**src/rtl/adder_pkg.sv**
```systemverilog
// Shared helpers for the chunked pipelined adder.
// Computes the stage count and per-stage slice geometry from WIDTH and CHUNK.
package adder_pkg;

    function automatic int num_stages(input int width, input int chunk);
        return (width + chunk - 1) / chunk;
    endfunction

    // The top slice absorbs the remainder when WIDTH is not a multiple of CHUNK.
    function automatic int slice_width(input int width, input int chunk, input int k);
        return (k == num_stages(width, chunk) - 1) ? (width - k * chunk) : chunk;
    endfunction

    function automatic int slice_offset(input int chunk, input int k);
        return k * chunk;
    endfunction

endpackage

```
**src/rtl/pipelined_adder_if.sv**
```systemverilog
// Operand/result handshake bundle for pipelined_adder.
// master is the producer/consumer side; slave is the adder itself.
interface pipelined_adder_if #(
    parameter int WIDTH = 6
) ();

    logic             in_valid;
    logic             in_ready;
    logic [WIDTH-1:0] x;
    logic [WIDTH-1:0] y;
    logic             cin;
    logic             sub;
    logic             out_valid;
    logic             out_ready;
    logic [WIDTH:0]   s;

    modport master (
        output in_valid, x, y, cin, sub, out_ready,
        input  in_ready, out_valid, s
    );

    modport slave (
        input  in_valid, x, y, cin, sub, out_ready,
        output in_ready, out_valid, s
    );

endinterface

```
**src/rtl/adder_chunk_stage.sv**
```systemverilog
// One pipeline stage: adds a single operand slice with the incoming carry
// and registers the partial sum, carry and remaining operand bits.
module adder_chunk_stage #(
    parameter int WIDTH  = 6,
    parameter int SLICE  = 2,
    parameter int OFFSET = 0
) (
    input  logic             clk,
    input  logic             rst_n,
    input  logic             up_valid,
    output logic             up_ready,
    input  logic [WIDTH-1:0] up_sum,
    input  logic             up_carry,
    input  logic [WIDTH-1:0] up_x,
    input  logic [WIDTH-1:0] up_y,
    output logic             valid,
    input  logic             down_ready,
    output logic [WIDTH-1:0] sum,
    output logic             carry,
    output logic [WIDTH-1:0] x_hi,
    output logic [WIDTH-1:0] y_hi
);

    typedef struct packed {
        logic [WIDTH-1:0] sum_lo;
        logic             carry;
        logic [WIDTH-1:0] x_hi;
        logic [WIDTH-1:0] y_hi;
    } payload_t;

    payload_t       pay_d;
    payload_t       pay_q;
    logic           valid_q;
    logic [SLICE:0] slice_res;

    // Consumed operand bits are cleared so only the unprocessed upper slices travel on.
    always_comb begin
        slice_res = {1'b0, up_x[OFFSET +: SLICE]}
                  + {1'b0, up_y[OFFSET +: SLICE]}
                  + {{SLICE{1'b0}}, up_carry};
        pay_d = '{sum_lo: up_sum, carry: slice_res[SLICE], x_hi: up_x, y_hi: up_y};
        pay_d.sum_lo[OFFSET +: SLICE] = slice_res[SLICE-1:0];
        pay_d.x_hi[OFFSET +: SLICE]   = '0;
        pay_d.y_hi[OFFSET +: SLICE]   = '0;
    end

    assign up_ready = !valid_q || down_ready;

    always_ff @(posedge clk or negedge rst_n) begin
        if (!rst_n) begin
            valid_q <= 1'b0;
            pay_q   <= '0;
        end else if (up_ready) begin
            valid_q <= up_valid;
            if (up_valid) begin
                pay_q <= pay_d;
            end
        end
    end

    assign valid = valid_q;
    assign sum   = pay_q.sum_lo;
    assign carry = pay_q.carry;
    assign x_hi  = pay_q.x_hi;
    assign y_hi  = pay_q.y_hi;

endmodule

```
**src/rtl/pipelined_adder.sv**
```systemverilog
// Elastic pipelined adder/subtractor: one CHUNK-bit slice per stage,
// carry registered between stages, valid/ready on both sides.
module pipelined_adder
    import adder_pkg::*;
#(
    parameter int WIDTH = 6,
    parameter int CHUNK = 2
) (
    input  logic               clk,
    input  logic               rst_n,
    pipelined_adder_if.slave   bus
);

    localparam int STAGES = num_stages(WIDTH, CHUNK);

    logic             valid_v [STAGES+1];
    logic [WIDTH-1:0] sum_v   [STAGES+1];
    logic             carry_v [STAGES+1];
    logic [WIDTH-1:0] x_v     [STAGES+1];
    logic [WIDTH-1:0] y_v     [STAGES+1];
    logic [STAGES-1:0] valid_bits;
    logic [STAGES-1:0] ready_bits;
    logic              unused_tail;

    assign valid_v[0] = bus.in_valid;
    assign sum_v[0]   = '0;
    assign carry_v[0] = bus.cin;
    assign x_v[0]     = bus.x;
    assign y_v[0]     = bus.sub ? ~bus.y : bus.y;

    always_comb begin
        valid_bits = '0;
        for (int i = 0; i < STAGES; i++) begin
            valid_bits[i] = valid_v[i+1];
        end
    end

    for (genvar k = 0; k < STAGES; k++) begin : g_stage
        localparam int SW  = slice_width(WIDTH, CHUNK, k);
        localparam int OFF = slice_offset(CHUNK, k);

        logic down_ready;

        // Unrolled ready chain: a stage may advance unless every stage above it is full and stalled.
        if (k == STAGES - 1) begin : g_tail
            assign down_ready = bus.out_ready;
        end else begin : g_body
            assign down_ready = bus.out_ready || !(&valid_bits[STAGES-1:k+1]);
        end

        adder_chunk_stage #(
            .WIDTH  (WIDTH),
            .SLICE  (SW),
            .OFFSET (OFF)
        ) u_stage (
            .clk        (clk),
            .rst_n      (rst_n),
            .up_valid   (valid_v[k]),
            .up_ready   (ready_bits[k]),
            .up_sum     (sum_v[k]),
            .up_carry   (carry_v[k]),
            .up_x       (x_v[k]),
            .up_y       (y_v[k]),
            .valid      (valid_v[k+1]),
            .down_ready (down_ready),
            .sum        (sum_v[k+1]),
            .carry      (carry_v[k+1]),
            .x_hi       (x_v[k+1]),
            .y_hi       (y_v[k+1])
        );
    end

    assign bus.in_ready  = ready_bits[0];
    assign bus.out_valid = valid_v[STAGES];
    assign bus.s         = {carry_v[STAGES], sum_v[STAGES]};

    assign unused_tail = ^{ready_bits, x_v[STAGES], y_v[STAGES]};

endmodule
```
**src/flat_wrapper.sv**
```systemverilog
// flat-port wrapper written by rule: the top's interface ports become plain ports
module pipelined_adder_flat import adder_pkg::*;
#(
    parameter int WIDTH = 6,
    parameter int CHUNK = 2
)
  (clk, rst_n, bus_in_valid, bus_x, bus_y, bus_cin, bus_sub, bus_out_ready, bus_in_ready, bus_out_valid, bus_s);
  pipelined_adder_if #(.WIDTH(WIDTH)) bus_i ();
  input  logic clk;
  input  logic rst_n;
  input wire logic [$bits(bus_i.in_valid)-1:0] bus_in_valid;
  input wire logic [$bits(bus_i.x)-1:0] bus_x;
  input wire logic [$bits(bus_i.y)-1:0] bus_y;
  input wire logic [$bits(bus_i.cin)-1:0] bus_cin;
  input wire logic [$bits(bus_i.sub)-1:0] bus_sub;
  input wire logic [$bits(bus_i.out_ready)-1:0] bus_out_ready;
  output wire logic [$bits(bus_i.in_ready)-1:0] bus_in_ready;
  output wire logic [$bits(bus_i.out_valid)-1:0] bus_out_valid;
  output wire logic [$bits(bus_i.s)-1:0] bus_s;
  assign bus_i.in_valid = bus_in_valid;
  assign bus_i.x = bus_x;
  assign bus_i.y = bus_y;
  assign bus_i.cin = bus_cin;
  assign bus_i.sub = bus_sub;
  assign bus_i.out_ready = bus_out_ready;
  assign bus_in_ready = bus_i.in_ready;
  assign bus_out_valid = bus_i.out_valid;
  assign bus_s = bus_i.s;
  pipelined_adder #(.WIDTH(WIDTH), .CHUNK(CHUNK)) u_core (.clk(clk), .rst_n(rst_n), .bus(bus_i));
endmodule
```
**config.mk**
```make
export PLATFORM = sky130hd
export DESIGN_NAME = pipelined_adder_flat
export DESIGN_NICKNAME = d
export VERILOG_FILES = /design/src/rtl/adder_pkg.sv /design/src/rtl/pipelined_adder_if.sv /design/src/rtl/adder_chunk_stage.sv /design/src/rtl/pipelined_adder.sv /design/src/flat_wrapper.sv
export SDC_FILE = /design/constraint.sdc
export NUM_CORES = 1
export LEC_CHECK = 0
export ABC_AREA = 1
export CAP_MARGIN = 20
export CORE_AREA = 2 2 53 55
export CTS_BUF_LIST = sky130_fd_sc_hd__clkbuf_4
export CTS_CLUSTER_SIZE = 10
export DETAILED_ROUTE_END_ITERATION = 10
export DIE_AREA = 0 0 55 57
export DONT_BUFFER_PORTS = 1
export PLACE_DENSITY_LB_ADDON = 0.25
export SLEW_MARGIN = 5
export SYNTH_ARGS = -nofsm -noshare
export SYNTH_HDL_FRONTEND = slang
export SYNTH_SLANG_ARGS = --single-unit
```
**constraint.sdc**
```tcl
create_clock -name clk -period 1.3 [get_ports clk]
set_input_delay 0.13 -clock clk [delete_from_list [all_inputs] [get_ports clk]]
set_output_delay 0.13 -clock clk [all_outputs]
set_load 0.01 [all_outputs]
```
==> results.md, run 1 <==
* Leakage at about 0.00088 uW
* DRC at 0
* Total CTS buffers at 5
* Commonest cells in the netlist: 65 x nand2_1, 30 x dfrtp_1, 21 x nand3_1
* Synthesized area per cell at 9.08 um2
* WP buf/inv at 1
* P_int at about 1800 uW
* Largest delay share family, worst path: adder cells
* Synth top area share at 0.524
* Top cells by area, synth: dfrtp_1 52%, nand2_1 17%, fa_1 8.4%
* Max Fclk at around 700 MHz
* Routed vias/inst at 4.97
* Reg2reg path depth at 4
* H-tree depth at 2
* CP Launch Type: register
* CTS Root Cell: clkbuf_4
* Fin crit share at 1.12
* Fin Setup TNS at -0.417 ns
* Max-capacitance violation count at 0
* Worst-path clk slew at 0.09 ns
* Max stage delay cell, worst path: fa_1
* Net Sw Frac at 0.357
* Vias in the first global route at around 1,100
* Setup-failing EPs final at 4
* Cells after Synth at roughly 160
* Largest fanout on the critical path at 2
* Worst Hold Class: in2reg
* Maximum vdd drop at approximately 1.1 mV
* Finished Cell Area at between 0.0015 and 0.002 mm2
* Final Max Slew Viols at 0
* Post-layout nets at just over 200
* Utilization after layout at 0.639
* Pwr/cell area at 1710 mW/mm2
* Die Area at between 0.003 and 0.004 mm2
* Total gr overflow at 0
* IO Port Bufs at 0
* Placed inst area at around 0.0015 mm2
* Crit end category: register
* Max stage delay on crit path at ~0.51 ns
* Seq cells post-synth at 30
* Layout cell share with drive strength beyond 1 at 0.207
* Register area share after synthesis at 0.524
* Worst-margin pin slew at ~0.35 ns
* Final hold vios at 0
* DP Wirelength at 1820 um
* Core ar. at 0.00262 mm2
* Post-synth cell types at 15
* Total Routing Usage GR at 0.193
* Antenna Nets Post-Route at 0
* RSZ-0062 raised after global routing: true
* Final Worst Setup Slack at -0.162 ns
* Most frequent cell after synthesis: nand2_1
* IO Count at 27
* Hold path depth at 4
* CTS tree: done
* CP Depth at 4
* Switch Pwr at 1020 uW
* Cell Area, Synth at roughly 0.0014 mm2
* Starting Density at 0.548
* Relative slew slack at 0.768
* Clock Power Share at 0.186
* Drt first pass iters at 4
* Top FF cell, synth: dfrtp_1
* Total power at 2850 uW
* Clock latency on the worst-skew pair at 0.32 ns
* Routed vias at 1,043
* Status: complete, but fails checks
* Classification of the worst setup path: reg2reg
* Initial DRC count at 20
* Longest Clk Path Bufs at 2
* WL final at 2500 um
* Area growth from synthesis to layout at 16.5%
* FP Rows at 19
* # placed instances at ~190
* Syn_nets at between 150 and 200
* Worst Clk Skew at 0.00984 ns
* Combinational share of power at 0.291
* Initial antenna violation count at 0
* Seq pwr share at 0.523
* Final non-filler cell total at 210
* WL/cell at 11.9 um
* Period minus WS final at around 1.5 ns
* Final GP Congestion at between 0.6 and 0.7
* Pin count of the biggest net entering global routing at 31
* Violated checks: setup timing
* Async S/R FF share, synth at 1.00
* Clock sink total at 30
* Fill cells at 244
* Worst endpoint required time at approximately 1.5 ns
* Post-synth top area cell: dfrtp_1
* Crit path DAT at about 1.7 ns
* Diodes inserted at 0
* Die Wd at 55 um
* Die H at about 57 um
* YS warnings at 0
* First-pass GRT wire length at roughly 4200 um
* Crit-path cells: inv_2 -> fa_2 -> fa_1 -> o21ai_2
* Number of synthesized flops with an enable pin at 0
repair_timing:
action | 4_1_cts | 5_1_grt
endpoints found under the setup margin | 5 | 5
cloned | 0 | 0
endpoints found under the hold margin | 41 | 0
resized for setup | 6 | 2
hold buffers | 7 | 0
pin swaps | 2 | 2
setup buffers | 4 | 3
placed cells by master (no fill, tap or decap):
master and n:
buf_12 1, buf_4 14, clkbuf_4 6, clkinv_1 1
clkinv_2 1, dfrtp_1 28, dfrtp_2 2, dlygate4sd3_1 6
fa_1 3, fa_2 3, inv_1 11, inv_2 5
nand2_1 65, nand2_2 2, nand3_1 21, nand3_4 1
nand4_4 1, o21ai_0 2, o21ai_1 3, o21ai_2 1
xor2_1 2
layout make-up:
cell class                      count  area [um2]  area share
Clock buffer                        6        45.0      0.0270
Clock inverter                      2        8.76     0.00524
Sequential cell                    30         753       0.451
Tap cell                           31        38.8      0.0232
Timing Repair Buffer               21         185       0.111
Inverter                           16        60.1      0.0360
Multi-Input combinational cell    104         579       0.347
power groups by stage:
stage / clock, uW / combinational [uW] / sequential (uW)
2_1_floorplan: 0 / 580 / 1450
4_1_cts: 541 / 811 / 1490
3_5_place_dp: 0 / 692 / 1520
5_1_grt: 582 / 971 / 1540
6_report: 531 / 830 / 1490
3_3_place_gp: 0 / 645 / 1490
path summary, 6_finish.rpt:
| check | start | to | slack (ns) |
|---|---|---|---|
| setup / recovery | u_core.g_stage[1].u_stage.y_hi[4] | u_core.g_stage[2].u_stage.sum[5] | -0.16 |
| hold / removal | bus_y[4] | u_core.g_stage[0].u_stage.y_hi[4] | 0.04 |
| setup reg to reg | u_core.g_stage[1].u_stage.y_hi[4] | u_core.g_stage[2].u_stage.sum[5] | -0.16 |
| hold reg to reg | u_core.g_stage[1].u_stage.sum[0] | u_core.g_stage[1].u_stage.sum[0] | 0.48 |
| max in group asynchronous | rst_n | u_core.g_stage[2].u_stage.valid | 0.90 |
| min in group asynchronous | rst_n | u_core.g_stage[2].u_stage.sum[4] | 0.22 |
layer usage:
layer	track usage	vias to the layer above	wire, um
met4	0.115	0	53
met3	0.0524	5	172
met5	0	-	0
met2	0.311	37	1240
li1	-	525	-
met1	0.223	476	1030
worst register-to-register path, stage by stage (launching register included):
cell,delay [ns]
dfrtp_1,0.37
inv_2,0.05
fa_2,0.38
fa_1,0.51
o21ai_2,0.05
state kept, by name, indices dropped and copies added, names as in the netlist:
name and count:
u_core.g_stage.u_stage.valid 3, u_core.g_stage.u_stage.carry 3, u_core.g_stage.u_stage.x_hi 6, u_core.g_stage.u_stage.sum 12, u_core.g_stage.u_stage.y_hi 6
cell families after synthesis:
| kind of cell | count (synthesis) | synth area share |
|---|---|---|
| and+or+nand+nor | 90 | 0.279 |
| DFF | 30 | 0.524 |
| buffers and inverters | 24 | 0.0803 |
| AOI/OAI and AO/OA | 6 | 0.0209 |
| adders and majority gates | 6 | 0.0838 |
| xor gates and xnor gates | 2 | 0.0122 |
metrics by stage:
| stage | setup WS, ns | hold WS, ns |
|---|---|---|
| finish | -0.162 | 0.0419 |
| global route | -0.217 | 0.0688 |
| CTS | -0.159 | 0.0379 |
| detailed placement | -0.191 | -0.165 |
| global placement | -0.127 | -0.165 |
| floorplan | -0.154 | -0.166 |
No activity file was read; power rests on OpenSTA's default activity.
==> run 2, diff against run 1 <==
- ABC_AREA: 1 -> unset
==> run 2 against run 1 <==
Effect of this change: the flow still finishes with violations (setup timing); combinational power decreased by 6.3%; total power fell by 2.9%; non-clock buffer count is 2 higher; critical path type unchanged; highest routed layer unchanged.
==> results.md, run 2 <==
* Status: complete, but fails checks
* Violated checks: setup timing
* Worst-path clk slew at 0.08 ns (about the same)
* Max stage delay cell, worst path: fa_1
* Max stage delay on crit path at 0.49 ns (-0.02 ns)
* # placed instances at 132 (-30%)
* Worst Hold End: u_core.g_stage[0].u_stage.y_hi[3]
* First-pass GRT wire length at 3860 um (-8.8%)
* Reg-to-Reg Start: u_core.g_stage[1].u_stage.carry
* Core ar. at 0.00262 mm2 (unchanged)
* CTS tree: done
* Top FF cell, synth: dfrtp_1
* Setup-failing EPs final at 4 (unchanged)
* Top cells by area, synth: dfrtp_1 52%, mux2_2 8.7%, fa_1 8.4%
* Pwr/cell area at 1610 mW/mm2 (-5.4%)
* WL/cell at 14.7 um (+23%)
* Worst Clk Skew at 0.0142 ns (+0.00435 ns)
* Worst Hold Class: in2reg
* H-tree depth at 2 (unchanged)
* Syn_nets at 121 (-34%)
* Fin Setup TNS at -0.412 ns (+0.00469 ns)
* Combinational share of power at 0.281 (-0.010)
* Starting Density at 0.547 (-0.000957)
* IO Count at 27 (unchanged)
* Initial antenna violation count at 0 (unchanged)
* Fill cells at 219 (-10%)
* Hold_sp: bus_in_valid
* Worst reg2reg setup slack at -0.16 ns (about the same)
* Die Wd at 55 um (unchanged)
* Final Max Slew Viols at 0 (unchanged)
* Crit end category: register
* YS warnings at 0 (unchanged)
* Final hold vios at 0 (unchanged)
* Final non-filler cell total at 155 (-26%)
* Worst endpoint required time at 1.51 ns (about the same)
* Classification of the worst setup path: reg2reg
* Fin crit share at 1.12 (-0.00193)
* Largest fanout on the critical path at 2 (unchanged)
* Vias in the first global route at 893 (-16%)
* Seq cells post-synth at 30 (unchanged)
* Clock sink total at 30 (unchanged)
* CP Launch Type: register
* Synth top area share at 0.524 (+0.000915)
* RSZ-0062 raised after global routing: true
* Routed vias at 764 (-27%)
* Register area share after synthesis at 0.524 (+0.000915)
* Net Sw Frac at 0.304 (-0.0528)
* Hold path depth at 2 (-2)
* Total gr overflow at 0 (unchanged)
* Commonest cells in the netlist: 30 x dfrtp_1, 13 x inv_1, 11 x mux2_2
* Final GP Congestion at 0.671 (-0.68%)
* Drt first pass iters at 3 (-1)
* DRC at 0 (unchanged)
* Antenna Nets Post-Route at 0 (unchanged)
* Worst-margin pin slew at 0.235 ns (-0.112 ns)
* Post-layout nets at 147 (-27%)
* P_int at 1920 uW (+5.1%)
* Final Worst Setup Slack at -0.159 ns (+0.00251 ns)
* DP Wirelength at 1570 um (-14%)
* Cells after Synth at 97 (-39%)
* Max Fclk at 685 MHz (+0.17%)
* Synthesized area per cell at 14.8 um2 (+63%)
* Routed vias/inst at 4.93 (-0.76%)
* Switch Pwr at 841 uW (-17%)
* Max-capacitance violation count at 0 (unchanged)
* IO Port Bufs at 0 (unchanged)
* Most frequent cell after synthesis: dfrtp_1
* Post-synth top area cell: dfrtp_1
* Relative slew slack at 0.843 (+0.0750)
* Area growth from synthesis to layout at 19.8%
* Diodes inserted at 0 (unchanged)
* Cell Area, Synth at 0.00143 mm2 (-0.17%)
* Leakage at 0.000814 uW (-7.0%)
* Total CTS buffers at 5 (unchanged)
* Reg2reg end: u_core.g_stage[2].u_stage.sum[5]
* Longest Clk Path Bufs at 2 (unchanged)
* Seq pwr share at 0.528 (+0.005)
* Initial DRC count at 10 (-50%)
* Total Routing Usage GR at 0.186 (-0.00686)
* Die H at 57 um (unchanged)
* Pin count of the biggest net entering global routing at 31 (unchanged)
* Number of synthesized flops with an enable pin at 0 (unchanged)
* Layout cell share with drive strength beyond 1 at 0.435 (+0.229)
* Die Area at 0.00314 mm2 (unchanged)
* Async S/R FF share, synth at 1.00 (unchanged)
* WL final at 2280 um (-9.0%)
* CTS Root Cell: clkbuf_4
* Post-synth cell types at 21 (+6)
* FP Rows at 19 (unchanged)
* Max FFs per register at 12 (unchanged)
* Crit-path cells: inv_2 -> fa_2 -> fa_1 -> a31oi_1
* Crit path DAT at 1.67 ns (about the same)
* Most frequent cells in the layout: 27 x dfrtp_1, 12 x buf_4, 11 x mux2_2, 10 x inv_1, 10 x dlygate4sd3_1
* Commonest non-fill, non-tap cell in the layout: dfrtp_1
* Clock Power Share at 0.191 (+0.005)
* Clock latency on the worst-skew pair at 0.33 ns (about the same)
* Maximum vdd drop at 1.07 mV (-2.5%)
* Reg2reg path depth at 4 (unchanged)
* Period minus WS final at 1.46 ns (-0.00251 ns)
-- run 2: cell families after synthesis --
logic type / share of synthesized area
AO/OA/AOI/OAI: 0.0157
XOR/XNOR: 0.0367
adder cells (fa/ha/maj): 0.0839
buffers and inverters: 0.0691
flip-flops: 0.524
multiplexers: 0.212
AND/OR/NAND/NOR: 0.0577
-- run 2: metal layers --
metal	up-vias	track usage	routed length [um]
met5	-	0	0
met4	0	0.105	55
met3	5	0.0785	136
met2	23	0.291	1130
met1	373	0.209	956
li1	363	-	-
-- run 2: worst max-delay path, delay by kind of cell (launching register included) --
| family | cells | cell delay (ns) |
|---|---|---|
| AO/OA/AOI/OAI | 1 | 0.07 |
| adder cells (fa/ha/maj) | 2 | 0.88 |
| buffers and inverters | 1 | 0.05 |
| flip-flops | 1 | 0.35 |
-- run 2: how the worst max path moves through the flow --
| stage | startpoint | end | slack [ns] | depth (start not counted) |
|---|---|---|---|---|
| CTS | u_core.g_stage[1].u_stage.carry | u_core.g_stage[2].u_stage.sum[5] | -0.17 | 4 |
| global placement | u_core.g_stage[1].u_stage.carry | u_core.g_stage[2].u_stage.sum[5] | -0.11 | 4 |
| detailed placement | u_core.g_stage[1].u_stage.carry | u_core.g_stage[2].u_stage.sum[5] | -0.19 | 4 |
| finish | u_core.g_stage[1].u_stage.carry | u_core.g_stage[2].u_stage.sum[5] | -0.16 | 4 |
| floorplan | bus_sub | u_core.g_stage[0].u_stage.sum[1] | -0.22 | 5 |
| global route | u_core.g_stage[0].u_stage.x_hi[2] | u_core.g_stage[1].u_stage.sum[3] | -0.19 | 4 |
-- run 2: per-stage QoR --
step           power [uW]  instance area, um2   util  worst slack (ns)  hold WS (ns)
2_1_floorplan        2000                1450      -            -0.223        -0.166
3_3_place_gp         2110                1490  0.570            -0.111        -0.165
3_5_place_dp         2180                1490  0.570            -0.185        -0.165
4_1_cts              2790                1680  0.643            -0.170        0.0659
5_1_grt              3010                1710  0.656            -0.187        0.0230
6_report             2770                1710  0.656            -0.159        0.0415
-- run 2: power groups by stage --
stage	clock network, uW	logic (uW)	registers, uW
after detailed placement	0	699	1480
after CTS	559	774	1460
after floorplan	0	584	1410
after global routing	614	887	1510
final	529	778	1460
after global placement	0	650	1460
-- run 2: cell type report --
type	count	area, um2	share of cell area
clock buffers	6	45.0	0.0263
multi-input cells	50	608	0.355
clock inverters	2	8.76	0.00511
well taps	31	38.8	0.0226
repair buffers	23	210	0.123
flip-flops and latches	30	754	0.440
inverters	13	48.8	0.0285
-- run 2: repair_timing --
item | 4_1_cts | 5_1_grt
endpoints found under the hold margin | 37 | 0
endpoints found under the setup margin | 4 | 13
hold buffers | 11 | 0
buffers inserted | 2 | 2
resized for setup | 2 | 6
pin swaps | 1 | 1
